==> src/rtl/rggen_rtl_pkg.sv <==
`default_nettype none
// ============================================================================
// Module      : rggen_rtl_pkg
// Description : Shared types and helpers for the register-block host adapters:
//               access direction and byte-strobe to bit-mask expansion.
// Revision    : 1.0 - initial release
// ============================================================================
package rggen_rtl_pkg;

    // Direction of a register access as broadcast to the register slices
    typedef enum logic {
        RGGEN_READ  = 1'b0,
        RGGEN_WRITE = 1'b1
    } rggen_access_t;

    localparam int c_BYTE_WIDTH = 8;

    // One byte strobe expands to eight identical mask bits
    function automatic logic [c_BYTE_WIDTH-1:0] rggen_byte_mask(input logic strobe);
        return {c_BYTE_WIDTH{strobe}};
    endfunction

endpackage
`default_nettype wire

==> src/rtl/rggen_apb_host_adapter_if.sv <==
`default_nettype none
// ============================================================================
// Module      : rggen_apb_host_adapter_if
// Description : APB slave port plus register-slice broadcast/collect bus of
//               the APB host adapter. Signal names carry the adapter's view
//               (i_ = into the adapter, o_ = out of the adapter).
// Revision    : 1.0 - initial release
// ============================================================================
interface rggen_apb_host_adapter_if
    import rggen_rtl_pkg::*;
#(
    parameter int ADDRESS_WIDTH = 16,
    parameter int DATA_WIDTH    = 32,
    parameter int REGISTERS     = 1
);

    // APB side
    logic                            i_psel;
    logic                            i_penable;
    logic [ADDRESS_WIDTH-1:0]        i_paddr;
    logic                            i_pwrite;
    logic [DATA_WIDTH-1:0]           i_pwdata;
    logic [DATA_WIDTH/c_BYTE_WIDTH-1:0] i_pstrb;
    logic                            o_pready;
    logic [DATA_WIDTH-1:0]           o_prdata;
    logic                            o_pslverr;

    // Register-slice side
    logic                            o_request;
    logic [ADDRESS_WIDTH-1:0]        o_address;
    logic                            o_write;
    logic [DATA_WIDTH-1:0]           o_write_data;
    logic [DATA_WIDTH-1:0]           o_write_mask;
    logic [REGISTERS-1:0]            i_select;
    logic [REGISTERS-1:0]            i_ready;
    logic [REGISTERS*DATA_WIDTH-1:0] i_read_data;

    // Adapter view
    modport master (
        input  i_psel, i_penable, i_paddr, i_pwrite, i_pwdata, i_pstrb,
        output o_pready, o_prdata, o_pslverr,
        output o_request, o_address, o_write, o_write_data, o_write_mask,
        input  i_select, i_ready, i_read_data
    );

    // Environment view (APB interconnect and register slices)
    modport slave (
        output i_psel, i_penable, i_paddr, i_pwrite, i_pwdata, i_pstrb,
        input  o_pready, o_prdata, o_pslverr,
        input  o_request, o_address, o_write, o_write_data, o_write_mask,
        output i_select, i_ready, i_read_data
    );

endinterface
`default_nettype wire

==> src/rtl/rggen_response_mux.sv <==
`default_nettype none
// ============================================================================
// Module      : rggen_response_mux
// Description : Collects the per-slice responses of a register block: ORs the
//               read data of slices that are both selected and ready, and
//               classifies the number of selected slices as none/one/many.
// Revision    : 1.0 - initial release
// ============================================================================
module rggen_response_mux
    import rggen_rtl_pkg::*;
#(
    parameter int DATA_WIDTH = 32,
    parameter int REGISTERS  = 1
) (
    input  logic [REGISTERS-1:0]            i_select,
    input  logic [REGISTERS-1:0]            i_ready,
    input  logic [REGISTERS*DATA_WIDTH-1:0] i_read_data,
    output logic [DATA_WIDTH-1:0]           o_read_data,
    output logic                            o_hit_none,
    output logic                            o_hit_one,
    output logic                            o_hit_many,
    output logic                            o_ready
);

    logic                  w_seen;
    logic                  w_many;
    logic [DATA_WIDTH-1:0] w_data;

    // Walk the slices: a second select marks an overlap, and only slices that
    // are selected and ready contribute read data
    always_comb begin
        w_seen = 1'b0;
        w_many = 1'b0;
        w_data = '0;
        for (int k = 0; k < REGISTERS; k++) begin
            if (i_select[k]) begin
                w_many = w_many | w_seen;
                w_seen = 1'b1;
            end
            if (i_select[k] && i_ready[k]) begin
                w_data = w_data | i_read_data[k*DATA_WIDTH +: DATA_WIDTH];
            end
        end
    end

    assign o_read_data = w_data;
    assign o_hit_none  = ~w_seen;
    assign o_hit_one   = w_seen & ~w_many;
    assign o_hit_many  = w_many;
    assign o_ready     = |(i_select & i_ready);

endmodule
`default_nettype wire

==> src/rtl/rggen_apb_host_adapter.sv <==
`default_nettype none
// ============================================================================
// Module      : rggen_apb_host_adapter
// Description : APB4 slave that turns each transfer into one request to the
//               attached register slices and returns their response as
//               PRDATA/PREADY/PSLVERR. Decode miss, overlapping selects and
//               a ready timeout all produce an error response.
// Revision    : 1.0 - initial release
// ============================================================================
module rggen_apb_host_adapter
    import rggen_rtl_pkg::*;
#(
    parameter int ADDRESS_WIDTH = 16,
    parameter int DATA_WIDTH    = 32,
    parameter int REGISTERS     = 1,
    parameter int TIMEOUT       = 255
) (
    input  logic                     clk,
    input  logic                     rst_n,
    rggen_apb_host_adapter_if.master bus
);

    localparam int c_STRB_WIDTH = DATA_WIDTH / c_BYTE_WIDTH;
    // The counter only has to reach TIMEOUT-1
    localparam int c_CNT_WIDTH  = (TIMEOUT < 2) ? 1 : $clog2(TIMEOUT);
    localparam logic [c_CNT_WIDTH-1:0] c_TIMEOUT_LAST =
        c_CNT_WIDTH'((TIMEOUT == 0) ? 0 : TIMEOUT - 1);

    localparam logic [1:0] c_ST_IDLE     = 2'd0;
    localparam logic [1:0] c_ST_ACCESS   = 2'd1;
    localparam logic [1:0] c_ST_RESPONSE = 2'd2;

    logic [1:0]               r_state;
    logic [1:0]               w_next_state;
    logic [ADDRESS_WIDTH-1:0] r_address;
    rggen_access_t            r_access;
    logic [DATA_WIDTH-1:0]    r_write_data;
    logic [DATA_WIDTH-1:0]    r_write_mask;
    logic [DATA_WIDTH-1:0]    r_prdata;
    logic                     r_pslverr;
    logic [c_CNT_WIDTH-1:0]   r_count;

    logic                     w_setup;
    logic [DATA_WIDTH-1:0]    w_strobe_mask;
    logic [DATA_WIDTH-1:0]    w_mux_data;
    logic                     w_hit_none;
    logic                     w_hit_one;
    logic                     w_hit_many;
    logic                     w_slice_ready;
    logic                     w_success;
    logic                     w_timeout;
    logic                     w_done;
    logic                     w_error;

    // A setup phase is only recognised from IDLE; an enable phase without a
    // preceding setup therefore never starts a transfer
    assign w_setup = bus.i_psel & ~bus.i_penable;

    generate
        for (genvar b = 0; b < c_STRB_WIDTH; b++) begin : g_mask
            assign w_strobe_mask[b*c_BYTE_WIDTH +: c_BYTE_WIDTH] =
                rggen_byte_mask(bus.i_pstrb[b]);
        end
    endgenerate

    rggen_response_mux #(
        .DATA_WIDTH (DATA_WIDTH),
        .REGISTERS  (REGISTERS)
    ) u_response_mux (
        .i_select    (bus.i_select),
        .i_ready     (bus.i_ready),
        .i_read_data (bus.i_read_data),
        .o_read_data (w_mux_data),
        .o_hit_none  (w_hit_none),
        .o_hit_one   (w_hit_one),
        .o_hit_many  (w_hit_many),
        .o_ready     (w_slice_ready)
    );

    // A unique ready slice wins over a timeout expiring in the same cycle
    assign w_success = w_hit_one & w_slice_ready;
    assign w_timeout = (TIMEOUT != 0) && (r_count == c_TIMEOUT_LAST);
    assign w_error   = w_hit_none | w_hit_many | (~w_success & w_timeout);
    assign w_done    = w_success | w_error;

    // State register
    always_ff @(posedge clk or negedge rst_n) begin
        if (!rst_n) begin
            r_state <= c_ST_IDLE;
        end else begin
            r_state <= w_next_state;
        end
    end

    // Next-state decode
    always_comb begin
        w_next_state = r_state;
        case (r_state)
            c_ST_IDLE: begin
                if (w_setup) begin
                    w_next_state = c_ST_ACCESS;
                end
            end
            c_ST_ACCESS: begin
                if (w_done) begin
                    w_next_state = c_ST_RESPONSE;
                end
            end
            c_ST_RESPONSE: begin
                w_next_state = c_ST_IDLE;
            end
            default: begin
                w_next_state = c_ST_IDLE;
            end
        endcase
    end

    // Output decode: request and pready come straight from the state register
    always_comb begin
        bus.o_request    = (r_state == c_ST_ACCESS);
        bus.o_pready     = (r_state == c_ST_RESPONSE);
        bus.o_prdata     = r_prdata;
        bus.o_pslverr    = r_pslverr;
        bus.o_address    = r_address;
        bus.o_write      = (r_access == RGGEN_WRITE);
        bus.o_write_data = r_write_data;
        bus.o_write_mask = r_write_mask;
    end

    // Latch the transfer attributes on the setup phase; reads carry no mask
    always_ff @(posedge clk or negedge rst_n) begin
        if (!rst_n) begin
            r_address    <= '0;
            r_access     <= RGGEN_READ;
            r_write_data <= '0;
            r_write_mask <= '0;
        end else if ((r_state == c_ST_IDLE) && w_setup) begin
            r_address    <= bus.i_paddr;
            r_access     <= bus.i_pwrite ? RGGEN_WRITE : RGGEN_READ;
            r_write_data <= bus.i_pwdata;
            r_write_mask <= bus.i_pwrite ? w_strobe_mask : '0;
        end
    end

    // Capture the response when the access phase ends; errors and writes
    // return zero data, and the values hold until the next response
    always_ff @(posedge clk or negedge rst_n) begin
        if (!rst_n) begin
            r_prdata  <= '0;
            r_pslverr <= 1'b0;
        end else if ((r_state == c_ST_ACCESS) && w_done) begin
            r_prdata  <= (w_success && (r_access == RGGEN_READ)) ? w_mux_data : '0;
            r_pslverr <= w_error;
        end
    end

    // Count access-phase cycles spent waiting; cleared outside ACCESS
    always_ff @(posedge clk or negedge rst_n) begin
        if (!rst_n) begin
            r_count <= '0;
        end else if ((r_state == c_ST_ACCESS) && !w_done && (TIMEOUT != 0)) begin
            r_count <= r_count + c_CNT_WIDTH'(1);
        end else if (r_state != c_ST_ACCESS) begin
            r_count <= '0;
        end
    end

endmodule
`default_nettype wire

==> src/flat_wrapper.sv <==
// flat-port wrapper written by rule: the top's interface ports become plain ports
module rggen_apb_host_adapter_flat import rggen_rtl_pkg::*;
#(
    parameter int ADDRESS_WIDTH = 16,
    parameter int DATA_WIDTH    = 32,
    parameter int REGISTERS     = 1,
    parameter int TIMEOUT       = 255
)
  (clk, rst_n, bus_i_psel, bus_i_penable, bus_i_paddr, bus_i_pwrite, bus_i_pwdata, bus_i_pstrb, bus_o_pready, bus_o_prdata, bus_o_pslverr, bus_o_request, bus_o_address, bus_o_write, bus_o_write_data, bus_o_write_mask, bus_i_select, bus_i_ready, bus_i_read_data);
  rggen_apb_host_adapter_if #(.ADDRESS_WIDTH(ADDRESS_WIDTH), .DATA_WIDTH(DATA_WIDTH), .REGISTERS(REGISTERS)) bus_i ();
  input  logic clk;
  input  logic rst_n;
  input wire logic [$bits(bus_i.i_psel)-1:0] bus_i_psel;
  input wire logic [$bits(bus_i.i_penable)-1:0] bus_i_penable;
  input wire logic [$bits(bus_i.i_paddr)-1:0] bus_i_paddr;
  input wire logic [$bits(bus_i.i_pwrite)-1:0] bus_i_pwrite;
  input wire logic [$bits(bus_i.i_pwdata)-1:0] bus_i_pwdata;
  input wire logic [$bits(bus_i.i_pstrb)-1:0] bus_i_pstrb;
  output wire logic [$bits(bus_i.o_pready)-1:0] bus_o_pready;
  output wire logic [$bits(bus_i.o_prdata)-1:0] bus_o_prdata;
  output wire logic [$bits(bus_i.o_pslverr)-1:0] bus_o_pslverr;
  output wire logic [$bits(bus_i.o_request)-1:0] bus_o_request;
  output wire logic [$bits(bus_i.o_address)-1:0] bus_o_address;
  output wire logic [$bits(bus_i.o_write)-1:0] bus_o_write;
  output wire logic [$bits(bus_i.o_write_data)-1:0] bus_o_write_data;
  output wire logic [$bits(bus_i.o_write_mask)-1:0] bus_o_write_mask;
  input wire logic [$bits(bus_i.i_select)-1:0] bus_i_select;
  input wire logic [$bits(bus_i.i_ready)-1:0] bus_i_ready;
  input wire logic [$bits(bus_i.i_read_data)-1:0] bus_i_read_data;
  assign bus_i.i_psel = bus_i_psel;
  assign bus_i.i_penable = bus_i_penable;
  assign bus_i.i_paddr = bus_i_paddr;
  assign bus_i.i_pwrite = bus_i_pwrite;
  assign bus_i.i_pwdata = bus_i_pwdata;
  assign bus_i.i_pstrb = bus_i_pstrb;
  assign bus_o_pready = bus_i.o_pready;
  assign bus_o_prdata = bus_i.o_prdata;
  assign bus_o_pslverr = bus_i.o_pslverr;
  assign bus_o_request = bus_i.o_request;
  assign bus_o_address = bus_i.o_address;
  assign bus_o_write = bus_i.o_write;
  assign bus_o_write_data = bus_i.o_write_data;
  assign bus_o_write_mask = bus_i.o_write_mask;
  assign bus_i.i_select = bus_i_select;
  assign bus_i.i_ready = bus_i_ready;
  assign bus_i.i_read_data = bus_i_read_data;
  rggen_apb_host_adapter #(.ADDRESS_WIDTH(ADDRESS_WIDTH), .DATA_WIDTH(DATA_WIDTH), .REGISTERS(REGISTERS), .TIMEOUT(TIMEOUT)) u_core (.clk(clk), .rst_n(rst_n), .bus(bus_i));
endmodule
==> config.mk <==
export PLATFORM = sky130hd
export DESIGN_NAME = rggen_apb_host_adapter_flat
export DESIGN_NICKNAME = d
export VERILOG_FILES = /design/src/rtl/rggen_rtl_pkg.sv /design/src/rtl/rggen_apb_host_adapter_if.sv /design/src/rtl/rggen_response_mux.sv /design/src/rtl/rggen_apb_host_adapter.sv /design/src/flat_wrapper.sv
export SDC_FILE = /design/constraint.sdc
export NUM_CORES = 1
export LEC_CHECK = 0
export ABC_CLOCK_PERIOD_IN_PS = 1900
export CORE_MARGIN = 5
export CORE_UTILIZATION = 40
export CTS_CLUSTER_SIZE = 12
export DETAILED_ROUTE_END_ITERATION = 10
export PLACE_DENSITY = 0.81
export SLEW_MARGIN = 10
export SYNTH_ARGS = -nofsm -noshare
export SYNTH_HDL_FRONTEND = slang
export SYNTH_SLANG_ARGS = --single-unit
==> constraint.sdc <==
create_clock -name clk -period 1.9 [get_ports clk]
set_input_delay 0.57 -clock clk [delete_from_list [all_inputs] [get_ports clk]]
set_output_delay 0.57 -clock clk [all_outputs]
set_load 0.02 [all_outputs]
Word-level counts from Yosys, hierarchy flattened
Index checks and enable logic that the tools add are counted.
- add/subtract/negate cells: 1
- multipliers: 0
- divide/modulo/power cells: 0
- order comparisons: 0
- equal/unequal tests: 6
- shift operators: 0
- mux-type cells: 10
- bitwise gates (word level): 10
- reduce and logical (&&, ||, !) cells: 9
- operators with widths (operator ; number):
    $mux 32 ; 3
    $mux 8 ; 2
    $add 8x1->8 const B ; 1
    $eq 8x8->1 const B ; 1
    $ne 2x1->1 const B ; 3
    $logic_and 1x1->1 ; 5
    $and 1x1->1 ; 4
    $mux 2 ; 2
    $not 1->1 ; 4
    $pmux 2 s2 ; 1
    $eq 2x1->1 const B ; 1
    $eq 2x2->1 const B ; 1
    $logic_not 2->1 ; 1
    $mux 1 ; 2
    $or 1x1->1 ; 2
    $reduce_and 2->1 ; 1
    $reduce_bool 2->1 ; 1
    $logic_not 1->1 ; 1
- register bits: 124
- bits in latches: 0
- memory bits (writable): 0
- memory bits (read-only): 0
- output and inout port bits: 116
- word-level logic and storage cells: 44
- memories kept: 0

Logic depth before layout (Yosys ltp)
Gate-level depths: netlist of run 1.
- depth in word-level cells: 9
- depth in mapped cells: 7

Modules after synthesis
Synthesis of run 1 repeated with hierarchy kept, for this count alone.
- cells, all modules: 401
- area, all modules: 4534.3 um^2
- modules (own cells, without submodules) (module ; times used ; cells each ; area an instance (um^2) ; sequential area each (um^2)):
    rggen_apb_host_adapter ; 1 ; 358 ; 4250.3 ; 2402.3
    rggen_response_mux ; 1 ; 43 ; 284.0 ; 0.0

Worst setup path after synthesis of run 1
No wires, ideal clock.
- path type: reg2reg
- start point: reg u_core.r_count[0]
- end point: reg u_core.r_count[7]
- setup time: 0.120 ns
- arrival time: 1.526 ns
- data required time: 1.780 ns
- path slack: 0.254 ns
- cell stages (with the launch flop): 7
- path buffers: 0
- period minus slack after synthesis: 1.646 ns
- cells stage by stage: dfrtp_1 -> inv_1 -> ha_1 -> and3_1 -> a211oi_1 -> a31oi_1 -> a41o_1
- longest elaborated chain between the ends: 7
- elaborated cells on any way between the ends: 9
- classes of those cells: add/sub: 1; eq/ne: 1; mux: 1; bitwise: 3; reduce/logical: 3
- ends and longest elaborated chain (element ; RTL line ; text):
    start: declaration ; rggen_apb_host_adapter.sv:41 ; logic [c_CNT_WIDTH-1:0] r_count;
    start signal: assignment ; rggen_apb_host_adapter.sv:162 ; r_count <= r_count + c_CNT_WIDTH'(1);
    $eq 8x8->1 ; rggen_apb_host_adapter.sv:82 ; assign w_timeout = (TIMEOUT != 0) && (r_count == c_TIMEOUT_LAST);
    $and 1x1->1 ; rggen_apb_host_adapter.sv:83 ; assign w_error = w_hit_none | w_hit_many | (~w_success & w_timeout);
    $or 1x1->1 ; rggen_apb_host_adapter.sv:83 ;
    $or 1x1->1 ; rggen_apb_host_adapter.sv:84 ; assign w_done = w_success | w_error;
    $logic_not 1->1 ; rggen_apb_host_adapter.sv:161 ; end else if ((r_state == c_ST_ACCESS) && !w_done && (TIMEOUT != 0)) begin
    $logic_and 1x1->1 ; rggen_apb_host_adapter.sv:161 ;
    $mux 8 or $reduce_bool 2->1 (tied branches) ; - ;
Several ways; a longest one is shown, not always the timed one.
A chain may end at the register's enable or synchronous reset.

Worst setup path after layout of run 1
- start point: reg u_core.r_write_data[30], in the netlist u_core.bus.o_write_data[30]
- end point: out bus_o_write_data[30]
- RTL lines (element ; RTL line ; text):
    start: declaration ; rggen_apb_host_adapter.sv:37 ; logic [DATA_WIDTH-1:0] r_write_data;
    start signal: assignment ; rggen_apb_host_adapter.sv:140 ; r_write_data <= bus.i_pwdata;
    end: declaration ; flat_wrapper.sv:25 ; output wire logic [$bits(bus_i.o_write_data)-1:0] bus_o_write_data;
No word-level cell between the ends.

==> results list, run 1 <==
* Crit Path Class: register to output pin
- Dividing the final minimum period by the clock period gives 97.9%.
- In this run the most used layer during global routing was met2.
* Worst hold path class: input pin to async pin
- The worst register-to-register path ends at u_core.bus.o_prdata[27].
- First-pass GRT wire length: roughly 17000 µm
- Synthesis inferred 96 register bits.
- Counting cells, the worst reg-to-reg path comes to 7.
- Core region area: a little under 10000 µm²
* Areal power density over the cells: approximately 950 nW/µm²
- GRT Overall Usage: 18.3%
- Port Buffers: between 200 and 250
- Summing the areas of all compound-gate instances in the mapped netlist gives 9.09% of the synthesized area.
- The die covers 12000 µm².
- Layout cells sized above 1: under 10%
- Total vias in the final route: between 3000 and 4000
- Avg Synthesized Cell Area: 10.3 µm²
- In this run the worst path has a maximum fanout of 2.
- Seq/Total Area, Yosys: 60.6%
* Clock input transition at the sequential cells of the worst setup and hold paths: 0.09 ns
* Net Count, Synth: between 400 and 500
- Setup violations remaining at the end of the flow were counted as 0.
* Required time of the worst setup path: 1.33 ns
- Number of hold violations in the final report: 0
- Gp weighted congestion: about 0.79
- Final max-slew violation count: 0
- The via count of the first global-routing pass was 3410.
- Placement Cell Area: 6030 µm²
* Count of boundary I/O pins: approximately 210
- Design Area, Final: 6110 µm²
- The number of different library cells used by synthesis comes to 32.
- For the worst setup path, the data arrival time is around 1.3 ns.
- Cell area after synthesis: 3960 µm²
- Worst slack, placed: -0.329 ns
- Entering global routing, the biggest net connects 55 pins.
- Counting along the longest clock path gives a buffer depth of 2.
- Worst path top cell family by delay: buffers and inverters
- Synth Area in XOR/XNOR: 1.33%
* TritonCTS clock tree: yes
- After synthesis, the largest family of logic cells by area is simple AND/OR/NAND/NOR gates.
- Fraction of met2 tracks used by global routing: a little under a third
- Initial antenna violation count: 0
- Number of fillers in the final layout: 840
- In the layout the commonest cells are nand2_1 (157), dlygate4sd2_1 (105), dfrtp_1 (96).
- Measured against the total synthesized area, the mux share comes to 0%.
- The final layout contains ~660 nets.
- For this block, the routed nets add up to 11000 µm of wire.
* Run status: complete, no violations
- Relative to the synthesized area, the layout overhead comes to 54.2%.
* Final global-route overflow total: 0
- Longest individual stage delay on the worst path: 0.61 ns
- # diodes: 0
* End point of the critical path: bus_o_write_data[30]
- Placed wire-length estimate after detailed placement: 8220 µm
- Among all stages on the critical path, the largest delay is contributed by clkdlybuf4s50_1.
- For met3 alone, demand over resource in global routing was 5.23%.
- Across all register-to-register paths, the minimum setup slack is 0.20 ns.
* Met1 Track Usage GR: 22.9%
- Count of cell instances traversed by the critical path: 1
- Leading cell type in the layout, fill and taps excluded: nand2_1
- Post-route clock skew: 0.0112 ns
- Final critical delay including setup and external delays: 1.86 ns
- Max-cap check violation count: 0
- STA classifies the critical path endpoint as an output pin.
* Count of synthesis-stage warnings from yosys: 0
- The number of buffers and inverters on the critical path is 1.
* DRC violation count after routing: 0
* Relative slew slack: 80.4%
- Reg-to-reg startpoint: u_core.r_count[0]
* Worst setup startpoint: u_core.bus.o_write_data[30]
- Detailed-router iteration count before antenna repair: 4
- For the worst-skew pair, the clock arrives at the later sink with an insertion delay of 0.35 ns.
- Per-cell via count in the routed design: 4.69
- The initial utilization of the core area, before any placement, comes to 40.7%.
* Transition time at the pin with the least slew margin: between 0.2 and 0.3 ns
* Number of standard cells after synthesis: 384
* Clock net sink count: 96
* Peak ir drop on the vdd network: 0.452 mV
- Based on the critical path, the design can be clocked at up to 537 MHz.
- STA classifies the critical path startpoint as a register.
- H-tree depth: 3
- Row generation in the floorplan step produced 36 rows.
- In this run, CTS created clock tree buffers numbering 9.
- After Yosys synthesis, and, or, nand and nor cells account for around a fifth of the synthesized area.
* Leakage: 3.36 nW
* Final setup margin: 0.0393 ns
- The die is 110 µm wide.
- WL/cell: ~16 µm
- Once the clock tree was built, the setup fixing pass inserted 0 buffers.
- Post-route ant nets: 0
- Summing the areas of all fa, ha and maj instances in the mapped netlist gives less than 1% of the synthesized area.
- Die Height: 110 µm
- Total design power: 0.00581 W
- DRC marker count from the first detailed-route iteration: 134
- Traced cell by cell, the critical path runs through clkdlybuf4s50_1.
- Cell chosen for the clock root: clkbuf_8
-- how the worst min path moves through the flow --
| stage | start | to | slack [ns] | depth (start not counted) |
|---|---|---|---|---|
| 6_report | rst_n | u_core.bus.o_address[8] | 0.18 | 2 |
| 5_1_grt | rst_n | u_core.bus.o_address[8] | 0.19 | 2 |
| 4_1_cts | rst_n | u_core.bus.o_prdata[29] | 0.19 | 2 |
| 3_5_place_dp | u_core.bus.o_write_data[22] | u_core.bus.o_write_data[22] | 0.46 | 2 |
| 3_3_place_gp | u_core.bus.o_write_data[7] | u_core.bus.o_write_data[7] | 0.46 | 2 |
| 2_1_floorplan | rst_n | u_core.bus.o_address[0] | 0.27 | 0 |
-- cell families (layout without fill, tap and decap cells) --
family / after synthesis / after routing
simple gates: 187 / 187
flops: 96 / 96
buf+inv: 49 / 239
compound gates: 44 / 44
xor+xnor: 6 / 6
fa+ha+maj: 2 / 2
-- layer usage --
layer  share of wire [%]  vias to the layer above  routed length (µm)
met5                   0                        -                   0
met3                 9.2                        9                1010
met4                0.87                        0                  96
met2                  50                      133                5480
li1                    -                     1594                   -
met1                  40                     1582                4390
-- per-stage QoR --
| step | TNS, ns | util (%) | hold WS (ns) | instances |
|---|---|---|---|---|
| 2_1_floorplan | 0 | - | 0.274 | 384 |
| 3_3_place_gp | -16.03 | 61.9 | 0.457 | 691 |
| 3_5_place_dp | -18.41 | 61.9 | 0.461 | 691 |
| 4_1_cts | 0 | 62.4 | 0.187 | 707 |
| 5_1_grt | -0.0244 | 62.8 | 0.193 | 707 |
| 6_report | 0 | 62.8 | 0.183 | 707 |
-- flip-flops by register name, summed over array words and instances (netlist names) --
register	count
u_core.bus.o_write_mask	4
u_core.bus.o_address	16
u_core.r_count	8
u_core.bus.o_write	1
u_core.bus.o_pslverr	1
u_core.r_state	2
u_core.bus.o_write_data	32
u_core.bus.o_prdata	32
-- where the power goes --
group / internal (W) / switching, W
Sequential: 0.00240 / 0.000214
Combinational: 0.000840 / 0.00113
Clock: 0.000525 / 0.000712
-- cell usage after synthesis (all sizes together) --
library cell  instances  area, µm²
buf                  41        300
clkbuf                5       18.8
nor4b                 1       23.8
o21ai                 3       15.0
a21oi                 2       10.0
a22o                 32        280
nor2                 10       37.5
and3                  1       6.26
nor3b                 1       18.8
nand4b                1       8.76
nand2               158        601
o2111ai               1       8.76
a31oi                 1       6.26
xor2                  3       26.3
xnor2                 3       26.3
nand2b                2       12.5
and4                  1       8.76
or4b                  1       10.0
nand3                 8       40.0
clkinv                1       8.76
a211oi                3       22.5
ha                    2       25.0
inv                   2       7.51
a41o                  1       10.0
dfrtp                96       2400
nor2b                 1       6.26
a21o                  1       7.51
and3b                 1       8.76
nand4                 1       6.26
-- layout make-up --
cell class / instances / area (µm²) / area share, %
inverter: 3 / 16.3 / 0.266
tap: 133 / 166 / 2.72
multi-input combinational: 239 / 1230 / 20.1
timing repair buffer: 220 / 2120 / 34.6
clock buffer: 11 / 141 / 2.31
clock inverter: 5 / 40.0 / 0.655
sequential: 96 / 2400 / 39.3
-- what timing repair did --
action / in CTS / in global routing
setup endpoints to repair: 107 / 15
hold buffers: 0 / 0
gates resized for setup: 109 / 13
Note: power is estimated with default switching activity, not from simulation.
==> run 2: changes to the inputs <==
--- a/config.mk
+++ b/config.mk
@@ -9,6 +9,5 @@
 export CORE_MARGIN = 5
-export CORE_UTILIZATION = 40
+export CORE_UTILIZATION = 27
 export CTS_CLUSTER_SIZE = 12
 export DETAILED_ROUTE_END_ITERATION = 10
-export PLACE_DENSITY = 0.81
 export SLEW_MARGIN = 10
--- a/constraint.sdc
+++ b/constraint.sdc
@@ -3,2 +3,2 @@
 set_output_delay 0.57 -clock clk [all_outputs]
-set_load 0.02 [all_outputs]
+set_load 0.1 [all_outputs]
==> run 2 against run 1 <==
  * Design area rose by 24%
  * Sequential power rose by 11%
  * Clock skew fell by 0.0040 ns
  * Die area rose by 43%
  * Register-to-register slack barely moved
  * Clock-buffer cell count fell by 1
  * Worst setup slack improved by 0.039 ns
  * Power rose by 86%
  * Non-clock buffer count fell by 2
  * Sequential share of layout area fell by 7.5 points
==> results list, run 2 (synthesis gave the netlist of run 1 again) <==
* Sort of element at the end of the critical path: output pin
- Setup repair after global routing left no endpoint under its margin.
- The final layout contains 660 nets.
- Worst hold path class: input pin to async pin
- DRC violation count after routing: 0
- Count of buffer and inverter cells on the critical path: 2
* Post-route clock skew: slightly above 0.007 ns
* Areal power density over the cells: 1430 nW/µm²
- In the post-route analysis, the smallest setup slack over all paths is 0.0784 ns.
- Placed wire-length estimate after detailed placement: 8790 µm
- Detailed-router iteration count before antenna repair: 4
- Area of the die: 17200 µm²
- The via count of the first global-routing pass is 3560.
* # diodes: 0
* Count of boundary I/O pins: 207
* Share of the cycle needed by the critical path after routing: 95.9%
- First-pass GRT wire length: approximately 19000 µm
- The final route contains ~3400 vias.
* Total design power: approximately 0.011 W
* Cell chosen for the clock root: clkbuf_16
- Summed over all cells, the static leakage comes to 3.54 nW.
- Final max-slew violation count: 0
* Total Routed Length: 11800 µm
* Number of buffers added to fix hold violations after cts: 0
* Critical Path Slowest Stage Cell: dfrtp_1
* Setup violators final: 0
- The critical path goes through nand2b_2 > clkinv_4 > buf_12.
- The longest clock path from root to sink contains 2 buffers.
* Longest individual stage delay on the worst path: 0.42 ns
- From bottom edge to top edge, the die measures 131 µm.
- Register-to-register setup slack: 0.21 ns
* Port Buffers: 206
- TritonCTS built the clock tree.
- Relative slew slack: approximately 73%
- Initial antenna violation count: 0
- Of the cells placed in the final design, the portion with a size suffix greater than 1 is approximately 27%.
- Dividing the detail-routed via count by the number of cells gives between 4 and 5.
* Max-cap check violation count: 0
- Max FO, Critical Path: 5
- Worst path top cell family by delay: flip-flops
- Crit path launch type: register
* GRT Overall Usage: roughly 14%
- The clock reaches the later pin of the worst-skew pair after 0.34 ns.
- WL/cell: 15.7 µm
- Number of hold violations in the final report: 0
* Final-layout worst hold slack: 0.135 ns
- Most frequent cells in the layout: nand2_1 (157), buf_12 (121), dfrtp_1 (92)
- The critical path is of the register to output pin type.
- The clock net in this run drives a total of 96 sinks.
- Area growth from synthesis to layout: 91.1%
- Total of cells resized after clock tree synthesis: 0
- Row generation in the floorplan step produced 44 rows.
- Final global-route overflow total: 0
* Core region area: 14500 µm²
* Clock input transition at the sequential cells of the worst setup and hold paths: 0.06 ns
- STA puts the critical path data arrival time at between 1 and 1.5 ns.
- H-tree depth: 3
- Required time of the worst setup path: around 1.3 ns
- Die width: roughly 130 µm
* Post-CTS setup buffers: 0
- Final critical delay including setup and external delays: roughly 1.8 ns
* Post-route ant nets: 0
- Initial core utilization: between 20% and 30%
* Run status: complete, no violations
- Prior to clock tree synthesis, the placed netlist has a worst setup slack of -0.315 ns.
- Leaving out fill and tap cells, the most frequent cell in the layout is nand2_1.
- The number of clock buffers added by TritonCTS is 9.
- Peak ir drop on the vdd network: 0.574 mV
- Entering global routing, the biggest net connects 55 pins.
- Routability-driven placement finished with a final weighted congestion of between 0.7 and 0.8.
- Transition time at the pin with the least slew margin: between 0.4 and 0.5 ns
- The detailed router finished its first iteration with around 110 violations.
- Static timing analysis puts the maximum clock frequency at about 550 MHz.
==> run 2: changes by cell type in the layout (fill, tap and decap cells not counted), sizes merged <==
cell / delta
dlymetal6s2s: -8
buf: +113
clkinv: -1
bufinv: +1
clkinvlp: +2
dlygate4sd2: -105
clkdlybuf4s50: -1
inv: -1
clkdlybuf4s15: -2
==> run 2: final timing paths <==
path	startpoint	endpoint	depth (start not counted)
max	u_core.r_state[1]	bus_o_request	3
min	rst_n	u_core.bus.o_prdata[2]	1
max reg2reg	u_core.r_count[0]	u_core.r_count[5]	7
min reg2reg	u_core.bus.o_write_data[23]	u_core.bus.o_write_data[23]	2
max in group asynchronous	rst_n	u_core.bus.o_address[14]	2
min in group clk	u_core.bus.o_write_data[23]	u_core.bus.o_write_data[23]	2
==> run 2: report_power, final <==
| part | switching [W] | total [W] | internal (W) |
|---|---|---|---|
| registers | 0.000487 | 0.00289 | 0.00240 |
| clock network | 0.000773 | 0.00180 | 0.00103 |
| logic | 0.00399 | 0.00612 | 0.00212 |
==> run 2: per-stage QoR <==
step	utilization, %	cells	cell area, µm²	TNS [ns]
after global routing	52.3	756	7580	0
final	52.3	756	7580	0
after floorplan	-	384	3970	0
after CTS	52.1	755	7540	0
after detailed placement	50.1	739	7250	-20.04
after global placement	50.1	739	7250	-18.35
==> run 2: cell type report <==
cell class	instances	area, µm²
inverters	3	16.3
flip-flops and latches	96	2410
fillers	1226	6900
clock inverters	6	67.6
multi-input cells	239	1230
clock buffers	10	229
repair buffers	218	3390
well taps	184	230
==> run 2: layer usage <==
metal  GRT usage [%]  up-vias  wire (µm)
li1                -     1597          -
met1            16.0     1623       4770
met2            21.0      158       5520
met3            7.57       12       1380
met4            4.50        0        154
met5               0        -          0
